## src/rtl/poker_types.svh

```systemverilog
// Shared poker type definitions: the per-turn action encoding and the widest
// chip amount any betting block is expected to carry.
`ifndef POKER_TYPES_SVH
`define POKER_TYPES_SVH

localparam int MAX_STACK_W = 16;

typedef enum logic [1:0] {
    CHECK_CALL = 2'd0,
    BET_RAISE  = 2'd1,
    FOLD       = 2'd2
} action_t;

`endif

```

## src/rtl/betting_round_fsm_pkg.sv

```systemverilog
// Package for the betting-round controller: pulls in the shared poker types
// and defines the controller's state encoding.
package betting_round_fsm_pkg;

`include "poker_types.svh"

    typedef enum logic [2:0] {
        S_IDLE,
        S_BLINDS,
        S_SEEK,
        S_WAIT_ACT,
        S_APPLY,
        S_DONE
    } state_t;

endpackage

```

## src/rtl/betting_round_fsm_if.sv

```systemverilog
// Player-facing bus of the betting-round controller: the action prompt and
// handshake, plus the one-cycle chip-transfer report.
interface betting_round_fsm_if
    import betting_round_fsm_pkg::*;
#(
    parameter int NUM_SEATS = 8,
    parameter int STACK_W   = MAX_STACK_W
);
    localparam int SEAT_W = $clog2(NUM_SEATS);

    logic               action_valid;
    action_t            action;
    logic [STACK_W-1:0] raise_to;
    logic               action_ready;
    logic [SEAT_W-1:0]  turn_seat;
    logic [STACK_W-1:0] to_call;
    logic               bet_valid;
    logic [SEAT_W-1:0]  bet_seat;
    logic [STACK_W-1:0] bet_amt;

    // Player / table side: supplies actions, observes prompts and transfers.
    modport master (
        output action_valid, action, raise_to,
        input  action_ready, turn_seat, to_call, bet_valid, bet_seat, bet_amt
    );

    // Controller side.
    modport slave (
        input  action_valid, action, raise_to,
        output action_ready, turn_seat, to_call, bet_valid, bet_seat, bet_amt
    );
endinterface

```

## src/rtl/betting_round_fsm_action_eval.sv

```systemverilog
// betting_action_eval: purely combinational evaluation of one player action
// against the current call size, the seat's contribution and remaining stack.
// min_raise_to is the smallest non-all-in raise target the caller allows.
module betting_action_eval
    import betting_round_fsm_pkg::*;
#(
    parameter int STACK_W = MAX_STACK_W
) (
    input  action_t            action,
    input  logic [STACK_W-1:0] raise_to,
    input  logic [STACK_W-1:0] call_size,
    input  logic [STACK_W-1:0] contrib,
    input  logic [STACK_W-1:0] stack,
    input  logic [STACK_W:0]   min_raise_to,
    output logic [STACK_W-1:0] xfer,
    output logic               legal,
    output logic               goes_all_in
);
    logic [STACK_W-1:0] to_call;
    logic [STACK_W-1:0] need;
    logic               raise_ok;

    // Transfer amount and legality for the offered action.
    always_comb begin
        // NOTE: every output gets a value before the case so no path infers a latch.
        xfer     = '0;
        legal    = 1'b1;
        to_call  = (call_size > contrib) ? call_size - contrib : '0;
        need     = (raise_to > contrib) ? raise_to - contrib : '0;
        raise_ok = (raise_to > call_size) && (need <= stack) &&
                   (({1'b0, raise_to} >= min_raise_to) || (need == stack));
        case (action)
            CHECK_CALL: xfer = (to_call < stack) ? to_call : stack;
            BET_RAISE: begin
                legal = raise_ok;
                xfer  = raise_ok ? need : '0;
            end
            FOLD:      xfer = '0;
            default:   legal = 1'b0;
        endcase
        goes_all_in = legal && (action != FOLD) && (xfer == stack);
    end
endmodule

```

## src/rtl/betting_round_fsm.sv

```systemverilog
// betting_round_fsm: runs one betting round -- optional blinds, then prompts
// each live seat in turn until everyone still able to act has matched the
// current bet, or all but one seat has folded.
// Optional feature: define MIN_RAISE_EN to enforce a minimum raise increment
// of max(last raise, big blind) on any raise that is not all-in.
module betting_round_fsm
    import betting_round_fsm_pkg::*;
#(
    parameter int NUM_SEATS = 8,
    parameter int STACK_W   = MAX_STACK_W,
    localparam int SEAT_W   = $clog2(NUM_SEATS)
) (
    input  logic                              clk,
    input  logic                              reset,
    input  logic                              start,
    input  logic [NUM_SEATS-1:0]              seat_mask,
    input  logic [NUM_SEATS-1:0][STACK_W-1:0] stacks,
    input  logic [SEAT_W-1:0]                 first_seat,
    input  logic [SEAT_W-1:0]                 sb_seat,
    input  logic [SEAT_W-1:0]                 bb_seat,
    input  logic                              post_blinds,
    input  logic [STACK_W-1:0]                sb_amt,
    input  logic [STACK_W-1:0]                bb_amt,
    betting_round_fsm_if.slave                bus,
    output logic [STACK_W-1:0]                call_size,
    output logic [STACK_W-1:0]                pot,
    output logic [NUM_SEATS-1:0]              folded,
    output logic [NUM_SEATS-1:0]              all_in,
    output logic                              round_done,
    output logic                              hand_over,
    output logic                              action_err
);
    localparam logic [SEAT_W-1:0] LAST_SEAT = SEAT_W'(NUM_SEATS - 1);

    state_t                            state_q, state_d;
    logic [SEAT_W-1:0]                 cursor_q, cursor_d;
    logic [SEAT_W-1:0]                 scan_cnt_q, scan_cnt_d;
    logic                              blind_step_q, blind_step_d;
    logic [NUM_SEATS-1:0][STACK_W-1:0] stack_q, stack_d;
    logic [NUM_SEATS-1:0][STACK_W-1:0] contrib_q, contrib_d;
    logic [NUM_SEATS-1:0]              acted_q, acted_d;
    logic [NUM_SEATS-1:0]              folded_q, folded_d;
    logic [NUM_SEATS-1:0]              all_in_q, all_in_d;
    logic [STACK_W-1:0]                call_size_q, call_size_d;
    logic [STACK_W-1:0]                pot_q, pot_d;
    logic [SEAT_W-1:0]                 sb_seat_q, sb_seat_d;
    logic [SEAT_W-1:0]                 bb_seat_q, bb_seat_d;
    logic [STACK_W-1:0]                sb_amt_q, sb_amt_d;
    logic [STACK_W-1:0]                bb_amt_q, bb_amt_d;
    action_t                           action_q, action_d;
    logic [STACK_W-1:0]                raise_to_q, raise_to_d;
    logic [STACK_W-1:0]                xfer_q, xfer_d;
    logic                              xfer_all_in_q, xfer_all_in_d;
`ifdef MIN_RAISE_EN
    logic [STACK_W-1:0]                last_raise_q, last_raise_d;
`endif

    logic [STACK_W:0]   min_raise_to;
    logic [STACK_W-1:0] ev_xfer;
    logic               ev_legal;
    logic               ev_all_in;
    logic [SEAT_W-1:0]  blind_seat;
    logic [STACK_W-1:0] blind_amt;
    logic [STACK_W-1:0] blind_stack;
    logic [SEAT_W-1:0]  next_seat;
    logic               seat_eligible;

    // Smallest raise target that is legal without going all-in.
    always_comb begin
`ifdef MIN_RAISE_EN
        min_raise_to = {1'b0, call_size_q} +
                       {1'b0, (last_raise_q > bb_amt_q) ? last_raise_q : bb_amt_q};
`else
        min_raise_to = {1'b0, call_size_q} + 1'b1;
`endif
    end

    betting_action_eval #(.STACK_W(STACK_W)) u_eval (
        .action       (bus.action),
        .raise_to     (bus.raise_to),
        .call_size    (call_size_q),
        .contrib      (contrib_q[cursor_q]),
        .stack        (stack_q[cursor_q]),
        .min_raise_to (min_raise_to),
        .xfer         (ev_xfer),
        .legal        (ev_legal),
        .goes_all_in  (ev_all_in)
    );

    // Next-state, per-seat bookkeeping and all bus outputs.
    always_comb begin
        state_d       = state_q;
        cursor_d      = cursor_q;
        scan_cnt_d    = scan_cnt_q;
        blind_step_d  = blind_step_q;
        stack_d       = stack_q;
        contrib_d     = contrib_q;
        acted_d       = acted_q;
        folded_d      = folded_q;
        all_in_d      = all_in_q;
        call_size_d   = call_size_q;
        pot_d         = pot_q;
        sb_seat_d     = sb_seat_q;
        bb_seat_d     = bb_seat_q;
        sb_amt_d      = sb_amt_q;
        bb_amt_d      = bb_amt_q;
        action_d      = action_q;
        raise_to_d    = raise_to_q;
        xfer_d        = xfer_q;
        xfer_all_in_d = xfer_all_in_q;
`ifdef MIN_RAISE_EN
        last_raise_d  = last_raise_q;
`endif
        bus.action_ready = 1'b0;
        bus.bet_valid    = 1'b0;
        bus.bet_seat     = cursor_q;
        bus.bet_amt      = xfer_q;
        round_done       = 1'b0;
        hand_over        = 1'b0;
        action_err       = 1'b0;

        next_seat     = (cursor_q == LAST_SEAT) ? '0 : cursor_q + 1'b1;
        seat_eligible = !folded_q[cursor_q] && !all_in_q[cursor_q] &&
                        (!acted_q[cursor_q] || (contrib_q[cursor_q] < call_size_q));
        blind_seat    = blind_step_q ? bb_seat_q : sb_seat_q;
        blind_amt     = blind_step_q ? bb_amt_q : sb_amt_q;
        blind_stack   = stack_q[blind_seat];

        case (state_q)
            S_IDLE: begin
                if (start) begin
                    stack_d      = stacks;
                    contrib_d    = '0;
                    acted_d      = '0;
                    all_in_d     = '0;
                    folded_d     = ~seat_mask;
                    pot_d        = '0;
                    call_size_d  = '0;
                    cursor_d     = first_seat;
                    scan_cnt_d   = '0;
                    blind_step_d = 1'b0;
                    sb_seat_d    = sb_seat;
                    bb_seat_d    = bb_seat;
                    sb_amt_d     = sb_amt;
                    bb_amt_d     = bb_amt;
`ifdef MIN_RAISE_EN
                    last_raise_d = '0;
`endif
                    state_d      = post_blinds ? S_BLINDS : S_SEEK;
                end
            end

            S_BLINDS: begin
                bus.bet_valid = 1'b1;
                bus.bet_seat  = blind_seat;
                bus.bet_amt   = (blind_amt < blind_stack) ? blind_amt : blind_stack;
                stack_d[blind_seat]   = blind_stack - bus.bet_amt;
                contrib_d[blind_seat] = contrib_q[blind_seat] + bus.bet_amt;
                pot_d                 = pot_q + bus.bet_amt;
                if (blind_amt >= blind_stack) all_in_d[blind_seat] = 1'b1;
                blind_step_d = ~blind_step_q;
                if (blind_step_q) begin
                    call_size_d = bb_amt_q;
`ifdef MIN_RAISE_EN
                    last_raise_d = bb_amt_q;
`endif
                    scan_cnt_d  = '0;
                    state_d     = S_SEEK;
                end
            end

            S_SEEK: begin
                if (seat_eligible) begin
                    state_d = S_WAIT_ACT;
                end else begin
                    cursor_d   = next_seat;
                    scan_cnt_d = scan_cnt_q + 1'b1;
                    if (scan_cnt_q == LAST_SEAT) state_d = S_DONE;
                end
            end

            S_WAIT_ACT: begin
                bus.action_ready = 1'b1;
                if (bus.action_valid) begin
                    if (!ev_legal) begin
                        action_err = 1'b1;
                    end else begin
                        action_d      = bus.action;
                        raise_to_d    = bus.raise_to;
                        xfer_d        = ev_xfer;
                        xfer_all_in_d = ev_all_in;
                        state_d       = S_APPLY;
                    end
                end
            end

            S_APPLY: begin
                bus.bet_valid       = (xfer_q != '0);
                stack_d[cursor_q]   = stack_q[cursor_q] - xfer_q;
                contrib_d[cursor_q] = contrib_q[cursor_q] + xfer_q;
                pot_d               = pot_q + xfer_q;
                if (xfer_all_in_q) all_in_d[cursor_q] = 1'b1;
                if (action_q == BET_RAISE) begin
                    acted_d     = '0;
                    call_size_d = raise_to_q;
`ifdef MIN_RAISE_EN
                    last_raise_d = raise_to_q - call_size_q;
`endif
                end
                acted_d[cursor_q] = 1'b1;
                cursor_d   = next_seat;
                scan_cnt_d = '0;
                state_d    = S_SEEK;
                if (action_q == FOLD) begin
                    folded_d[cursor_q] = 1'b1;
                    if ($onehot(~folded_d)) begin
                        hand_over = 1'b1;
                        state_d   = S_DONE;
                    end
                end
            end

            S_DONE: begin
                round_done = 1'b1;
                state_d    = S_IDLE;
            end

            default: state_d = S_IDLE;
        endcase

        // A round being discarded by reset must not report any transfer or pulse.
        if (reset) begin
            bus.action_ready = 1'b0;
            bus.bet_valid    = 1'b0;
            round_done       = 1'b0;
            hand_over        = 1'b0;
            action_err       = 1'b0;
        end
    end

    // Prompt outputs and round status.
    always_comb begin
        bus.turn_seat = cursor_q;
        bus.to_call   = '0;
        if (state_q == S_WAIT_ACT && call_size_q > contrib_q[cursor_q])
            bus.to_call = call_size_q - contrib_q[cursor_q];
        call_size = call_size_q;
        pot       = pot_q;
        folded    = folded_q;
        all_in    = all_in_q;
    end

    // State register with synchronous reset.
    always_ff @(posedge clk) begin
        if (reset) begin
            // NOTE: per-seat arrays are ordinary flops, not RAM, so they are reset with everything else.
            state_q       <= S_IDLE;
            cursor_q      <= '0;
            scan_cnt_q    <= '0;
            blind_step_q  <= 1'b0;
            stack_q       <= '0;
            contrib_q     <= '0;
            acted_q       <= '0;
            folded_q      <= '1;
            all_in_q      <= '0;
            call_size_q   <= '0;
            pot_q         <= '0;
            sb_seat_q     <= '0;
            bb_seat_q     <= '0;
            sb_amt_q      <= '0;
            bb_amt_q      <= '0;
            action_q      <= CHECK_CALL;
            raise_to_q    <= '0;
            xfer_q        <= '0;
            xfer_all_in_q <= 1'b0;
`ifdef MIN_RAISE_EN
            last_raise_q  <= '0;
`endif
        end else begin
            // NOTE: non-blocking so every flop samples the pre-edge values of the others.
            state_q       <= state_d;
            cursor_q      <= cursor_d;
            scan_cnt_q    <= scan_cnt_d;
            blind_step_q  <= blind_step_d;
            stack_q       <= stack_d;
            contrib_q     <= contrib_d;
            acted_q       <= acted_d;
            folded_q      <= folded_d;
            all_in_q      <= all_in_d;
            call_size_q   <= call_size_d;
            pot_q         <= pot_d;
            sb_seat_q     <= sb_seat_d;
            bb_seat_q     <= bb_seat_d;
            sb_amt_q      <= sb_amt_d;
            bb_amt_q      <= bb_amt_d;
            action_q      <= action_d;
            raise_to_q    <= raise_to_d;
            xfer_q        <= xfer_d;
            xfer_all_in_q <= xfer_all_in_d;
`ifdef MIN_RAISE_EN
            last_raise_q  <= last_raise_d;
`endif
        end
    end
endmodule

```

## src/flat_wrapper.sv

```systemverilog
// flat-port wrapper written by rule: the top's interface ports become plain ports
module betting_round_fsm_flat import betting_round_fsm_pkg::*;
#(
    parameter int NUM_SEATS = 8,
    parameter int STACK_W   = MAX_STACK_W,
    localparam int SEAT_W   = $clog2(NUM_SEATS)
)
  (clk, reset, start, seat_mask, stacks, first_seat, sb_seat, bb_seat, post_blinds, sb_amt, bb_amt, call_size, pot, folded, all_in, round_done, hand_over, action_err, bus_action_valid, bus_action, bus_raise_to, bus_action_ready, bus_turn_seat, bus_to_call, bus_bet_valid, bus_bet_seat, bus_bet_amt);
  betting_round_fsm_if #(.NUM_SEATS(NUM_SEATS), .STACK_W(STACK_W)) bus_i ();
  input  logic clk;
  input  logic reset;
  input  logic start;
  input  logic [NUM_SEATS-1:0] seat_mask;
  input  logic [NUM_SEATS-1:0][STACK_W-1:0] stacks;
  input  logic [SEAT_W-1:0] first_seat;
  input  logic [SEAT_W-1:0] sb_seat;
  input  logic [SEAT_W-1:0] bb_seat;
  input  logic post_blinds;
  input  logic [STACK_W-1:0] sb_amt;
  input  logic [STACK_W-1:0] bb_amt;
  output logic [STACK_W-1:0] call_size;
  output logic [STACK_W-1:0] pot;
  output logic [NUM_SEATS-1:0] folded;
  output logic [NUM_SEATS-1:0] all_in;
  output logic round_done;
  output logic hand_over;
  output logic action_err;
  input wire logic [$bits(bus_i.action_valid)-1:0] bus_action_valid;
  input wire logic [$bits(bus_i.action)-1:0] bus_action;
  input wire logic [$bits(bus_i.raise_to)-1:0] bus_raise_to;
  output wire logic [$bits(bus_i.action_ready)-1:0] bus_action_ready;
  output wire logic [$bits(bus_i.turn_seat)-1:0] bus_turn_seat;
  output wire logic [$bits(bus_i.to_call)-1:0] bus_to_call;
  output wire logic [$bits(bus_i.bet_valid)-1:0] bus_bet_valid;
  output wire logic [$bits(bus_i.bet_seat)-1:0] bus_bet_seat;
  output wire logic [$bits(bus_i.bet_amt)-1:0] bus_bet_amt;
  assign bus_i.action_valid = bus_action_valid;
  assign bus_i.action = bus_action;
  assign bus_i.raise_to = bus_raise_to;
  assign bus_action_ready = bus_i.action_ready;
  assign bus_turn_seat = bus_i.turn_seat;
  assign bus_to_call = bus_i.to_call;
  assign bus_bet_valid = bus_i.bet_valid;
  assign bus_bet_seat = bus_i.bet_seat;
  assign bus_bet_amt = bus_i.bet_amt;
  betting_round_fsm #(.NUM_SEATS(NUM_SEATS), .STACK_W(STACK_W)) u_core (.clk(clk), .reset(reset), .start(start), .seat_mask(seat_mask), .stacks(stacks), .first_seat(first_seat), .sb_seat(sb_seat), .bb_seat(bb_seat), .post_blinds(post_blinds), .sb_amt(sb_amt), .bb_amt(bb_amt), .bus(bus_i), .call_size(call_size), .pot(pot), .folded(folded), .all_in(all_in), .round_done(round_done), .hand_over(hand_over), .action_err(action_err));
endmodule
```

## config.mk

```make
export PLATFORM = sky130hd
export DESIGN_NAME = betting_round_fsm_flat
export DESIGN_NICKNAME = d
export VERILOG_FILES = /design/src/rtl/betting_round_fsm_pkg.sv /design/src/rtl/betting_round_fsm_if.sv /design/src/rtl/betting_round_fsm_action_eval.sv /design/src/rtl/betting_round_fsm.sv /design/src/flat_wrapper.sv
export VERILOG_INCLUDE_DIRS = /design/src /design/src/rtl
export SDC_FILE = /design/constraint.sdc
export NUM_CORES = 2
export LEC_CHECK = 0
export CAP_MARGIN = 20
export CORE_MARGIN = 8
export CORE_UTILIZATION = 45
export DETAILED_ROUTE_END_ITERATION = 16
export PLACE_DENSITY = 0.72
export RECOVER_POWER = 100
export SYNTH_ARGS = -nofsm -noshare
export SYNTH_HDL_FRONTEND = slang
export SYNTH_SLANG_ARGS = --single-unit
```

## constraint.sdc

```tcl
create_clock -name clk -period 18.1 [get_ports clk]
set_clock_uncertainty 0.05 [all_clocks]
set_input_delay 2.715 -clock clk [delete_from_list [all_inputs] [get_ports clk]]
set_output_delay 2.715 -clock clk [all_outputs]
set_load 0.05 [all_outputs]
```

==> metrics <==
GRT Residual Overflow 0; vias per std cell 7.07; starting density of the core 45.6%; synthesized netlist cell count 3933; crit share post-route 81.2%; later-pin clock latency in the skew report 630 ps; Req. time, crit path 15340 ps; via count of the first global-routing pass 32.2k; Setup Total Neg Slack 0 ps; post-synth design cell area 0.0294 mm2; GRT Total Usage 38.2%; largest buffer count on any clock path 3; number of buffers inserted by hold repair at cts 0; number of antenna violations at the first check in global routing 3; number of maximum-capacitance constraint violations 13; Remaining DRCs 0; placed wire-length estimate after detailed placement 106 mm; number of rows in the core area 93; cell count after placement 4885; number of detailed-routing iterations run before antenna repair 11; cell with the most instances after synthesis sky130_fd_sc_hd__nor2_1; most area-consuming cells after synthesis sky130_fd_sc_hd__dfxtp_1 (27%), sky130_fd_sc_hd__ha_1 (8.4%), sky130_fd_sc_hd__nor2_1 (6.7%), sky130_fd_sc_hd__nand2_1 (5.5%), sky130_fd_sc_hd__a222oi_1 (5.0%); type of destination of the critical path output port; sequential cell area 0.00791 mm2; yosys warns 0; minimum period implied by the final worst setup slack 14690 ps; I/O pin total 291; antenna-violating nets left 0; pin count of the biggest net entering global routing 110; Layout area overhead 18.1%; critical path fanouts, max 29; setup repair after global routing missed its margin no; violations in the final reports capacitance limit, slew limit; multi-input gate area in the final layout 0.0198 mm2; fraction of post-synthesis cell area in the top cell type by area 26.9%; final number of hold-violating endpoints 0; outcome complete, but fails checks; Final nets 4492; Most used DFF post-synth sky130_fd_sc_hd__dfxtp_1; max-slew violations 526; share of flip-flops with an asynchronous set or reset after synthesis 0%; Iter 0 DRT Violations 7402; number of failing setup endpoints in the final timing report 0; Startpoint Class flop; clock-pin slew of the registers on the worst-case setup and hold paths 60 ps; Syn Nets 4341; final weighted congestion in routability-driven placement 1.06; total wire length 151 mm; class of the most critical setup path reg -> out; critical path arrival 11930 ps; postcts setup bufs 0; detailed-route wire length per cell 30.2 um; utilization of the core after routing 53.9%; EDFF count, synth 0; share of final-layout standard cells stronger than drive strength 1 5.68%; Filler cells 6185; Via Count 35.2k; top cells by count, synth sky130_fd_sc_hd__nor2_1 (525), sky130_fd_sc_hd__nand2_1 (433), sky130_fd_sc_hd__dfxtp_1 (395); count of clock tree sinks 395; number of register bits inferred by synthesis 395; worst hold-check path type reg -> reg; Placeable Area 0.0645 mm2; highest achievable clock rate 68.1 MHz; # H-tree levels 2; Avg Inst Size Synth 7.47 um2; post-route insts no fill 4980; clk root buf sky130_fd_sc_hd__clkbuf_16; die extent in y 272 um; worst slew pin tran 5710 ps; TritonCTS clock tree done; port buffer count 290; number of gates given a new drive strength after cts 0; die span in x 272 um; total CTS buffers 47; proportion of synthesized chip area in sequential cells 26.9%; first-pass GRT wire length 217 mm; Slew headroom -281%; floorplan die area 0.0738 mm2; post-synth top area cell sky130_fd_sc_hd__dfxtp_1; number of unique standard cell types used by synthesis 80
## critical path, stage by stage, from the launching register on
cell	delay, ps
sky130_fd_sc_hd__dfxtp_1	790
sky130_fd_sc_hd__clkbuf_1	1140
sky130_fd_sc_hd__nand2_1	570
sky130_fd_sc_hd__nor2_1	550
sky130_fd_sc_hd__clkbuf_1	1070
sky130_fd_sc_hd__a221oi_1	300
sky130_fd_sc_hd__nand3_1	390
sky130_fd_sc_hd__ha_1	250
sky130_fd_sc_hd__inv_1	60
sky130_fd_sc_hd__fa_1	430
sky130_fd_sc_hd__a21o_1	200
sky130_fd_sc_hd__a221oi_1	380
sky130_fd_sc_hd__a21oi_1	250
sky130_fd_sc_hd__a2111o_1	490
sky130_fd_sc_hd__nand2_1	490
sky130_fd_sc_hd__nor2_1	220
sky130_fd_sc_hd__ha_1	370
sky130_fd_sc_hd__a21oi_1	160
sky130_fd_sc_hd__o211ai_1	120
sky130_fd_sc_hd__a41oi_1	260
sky130_fd_sc_hd__o31a_1	180
sky130_fd_sc_hd__nand2_1	60
sky130_fd_sc_hd__a211oi_1	1490
sky130_fd_sc_hd__nand2b_1	300
sky130_fd_sc_hd__nor2_1	70
sky130_fd_sc_hd__clkdlybuf4s50_1	710
## layout make-up
type                    count  area share, %
multi-input cells        3083           57.2
flip-flops and latches    395           22.8
repair buffers            391           10.5
clock buffers              73           4.13
well taps                 855           3.08
inverters                 166           1.80
clock inverters            15          0.580
diodes                      2         0.0144
## sequential cells by signal, summed over array words and instances (netlist names), 16 cells and up
register / cells
u_core.xfer_q: 16
u_core.sb_amt_q: 16
u_core.call_size: 16
u_core.stack_q: 128
u_core.pot: 16
u_core.contrib_q: 128
u_core.raise_to_q: 16
u_core.bb_amt_q: 16
## cell families after synthesis
kind of cell | share of synthesized area [%]
compound gates | 32.1
simple gates | 20.3
xor+xnor | 3.28
flops | 26.9
mux | 2.32
fa+ha+maj | 9.14
buf+inv | 5.97
## metal layers
layer | up-vias | GRT usage [%] | wire (um)
li1 | 15100 | - | -
met5 | - | 0.460 | 13
met2 | 3051 | 55.1 | 60600
met1 | 16300 | 48.2 | 54700
met3 | 726 | 13.5 | 23400
met4 | 2 | 23.5 | 11900
## worst paths after layout
| check | start | endpoint | slack (ps) | cells after the start |
|---|---|---|---|---|
| worst max-delay path | u_core.bus.turn_seat[1]$_SDFFE_PP0P_ | action_err | 3410 | 25 |
| worst min-delay path | u_core.sb_amt_q[13]$_SDFFE_PP0P_ | u_core.sb_amt_q[13]$_SDFFE_PP0P_ | 400 | 2 |
| worst max register to register | u_core.bus.turn_seat[1]$_SDFFE_PP0P_ | u_core.xfer_q[2]$_SDFFE_PP0P_ | 4760 | 28 |
| worst min register to register | u_core.sb_amt_q[13]$_SDFFE_PP0P_ | u_core.sb_amt_q[13]$_SDFFE_PP0P_ | 400 | 2 |
## placed cells by master, fill, tap and decap left out, drive strengths merged, types with 86 or more instances in the layout
cell / Yosys / routed
a21oi: 276 / 276
o21ai: 215 / 215
nor3: 127 / 127
inv: 165 / 166
ha: 197 / 197
a22oi: 113 / 113
clkbuf: 236 / 91
clkdlybuf4s50: 0 / 203
a222oi: 146 / 146
nand2: 435 / 435
dfxtp: 395 / 395
dlygate4sd3: 0 / 86
o22ai: 145 / 145
nor2: 525 / 525
## metrics by stage
stage	setup WS [ps]	hold slack, ps	instance area, um2
after global routing	3040	426	34700
after detailed placement	6520	396	33100
after global placement	6610	392	33100
after CTS	6520	404	34800
after floorplan	8270	384	29400
final	3410	403	34700
Power is not shown: default switching activity piles up to over one toggle a cycle in this logic, so the estimate is an artifact.
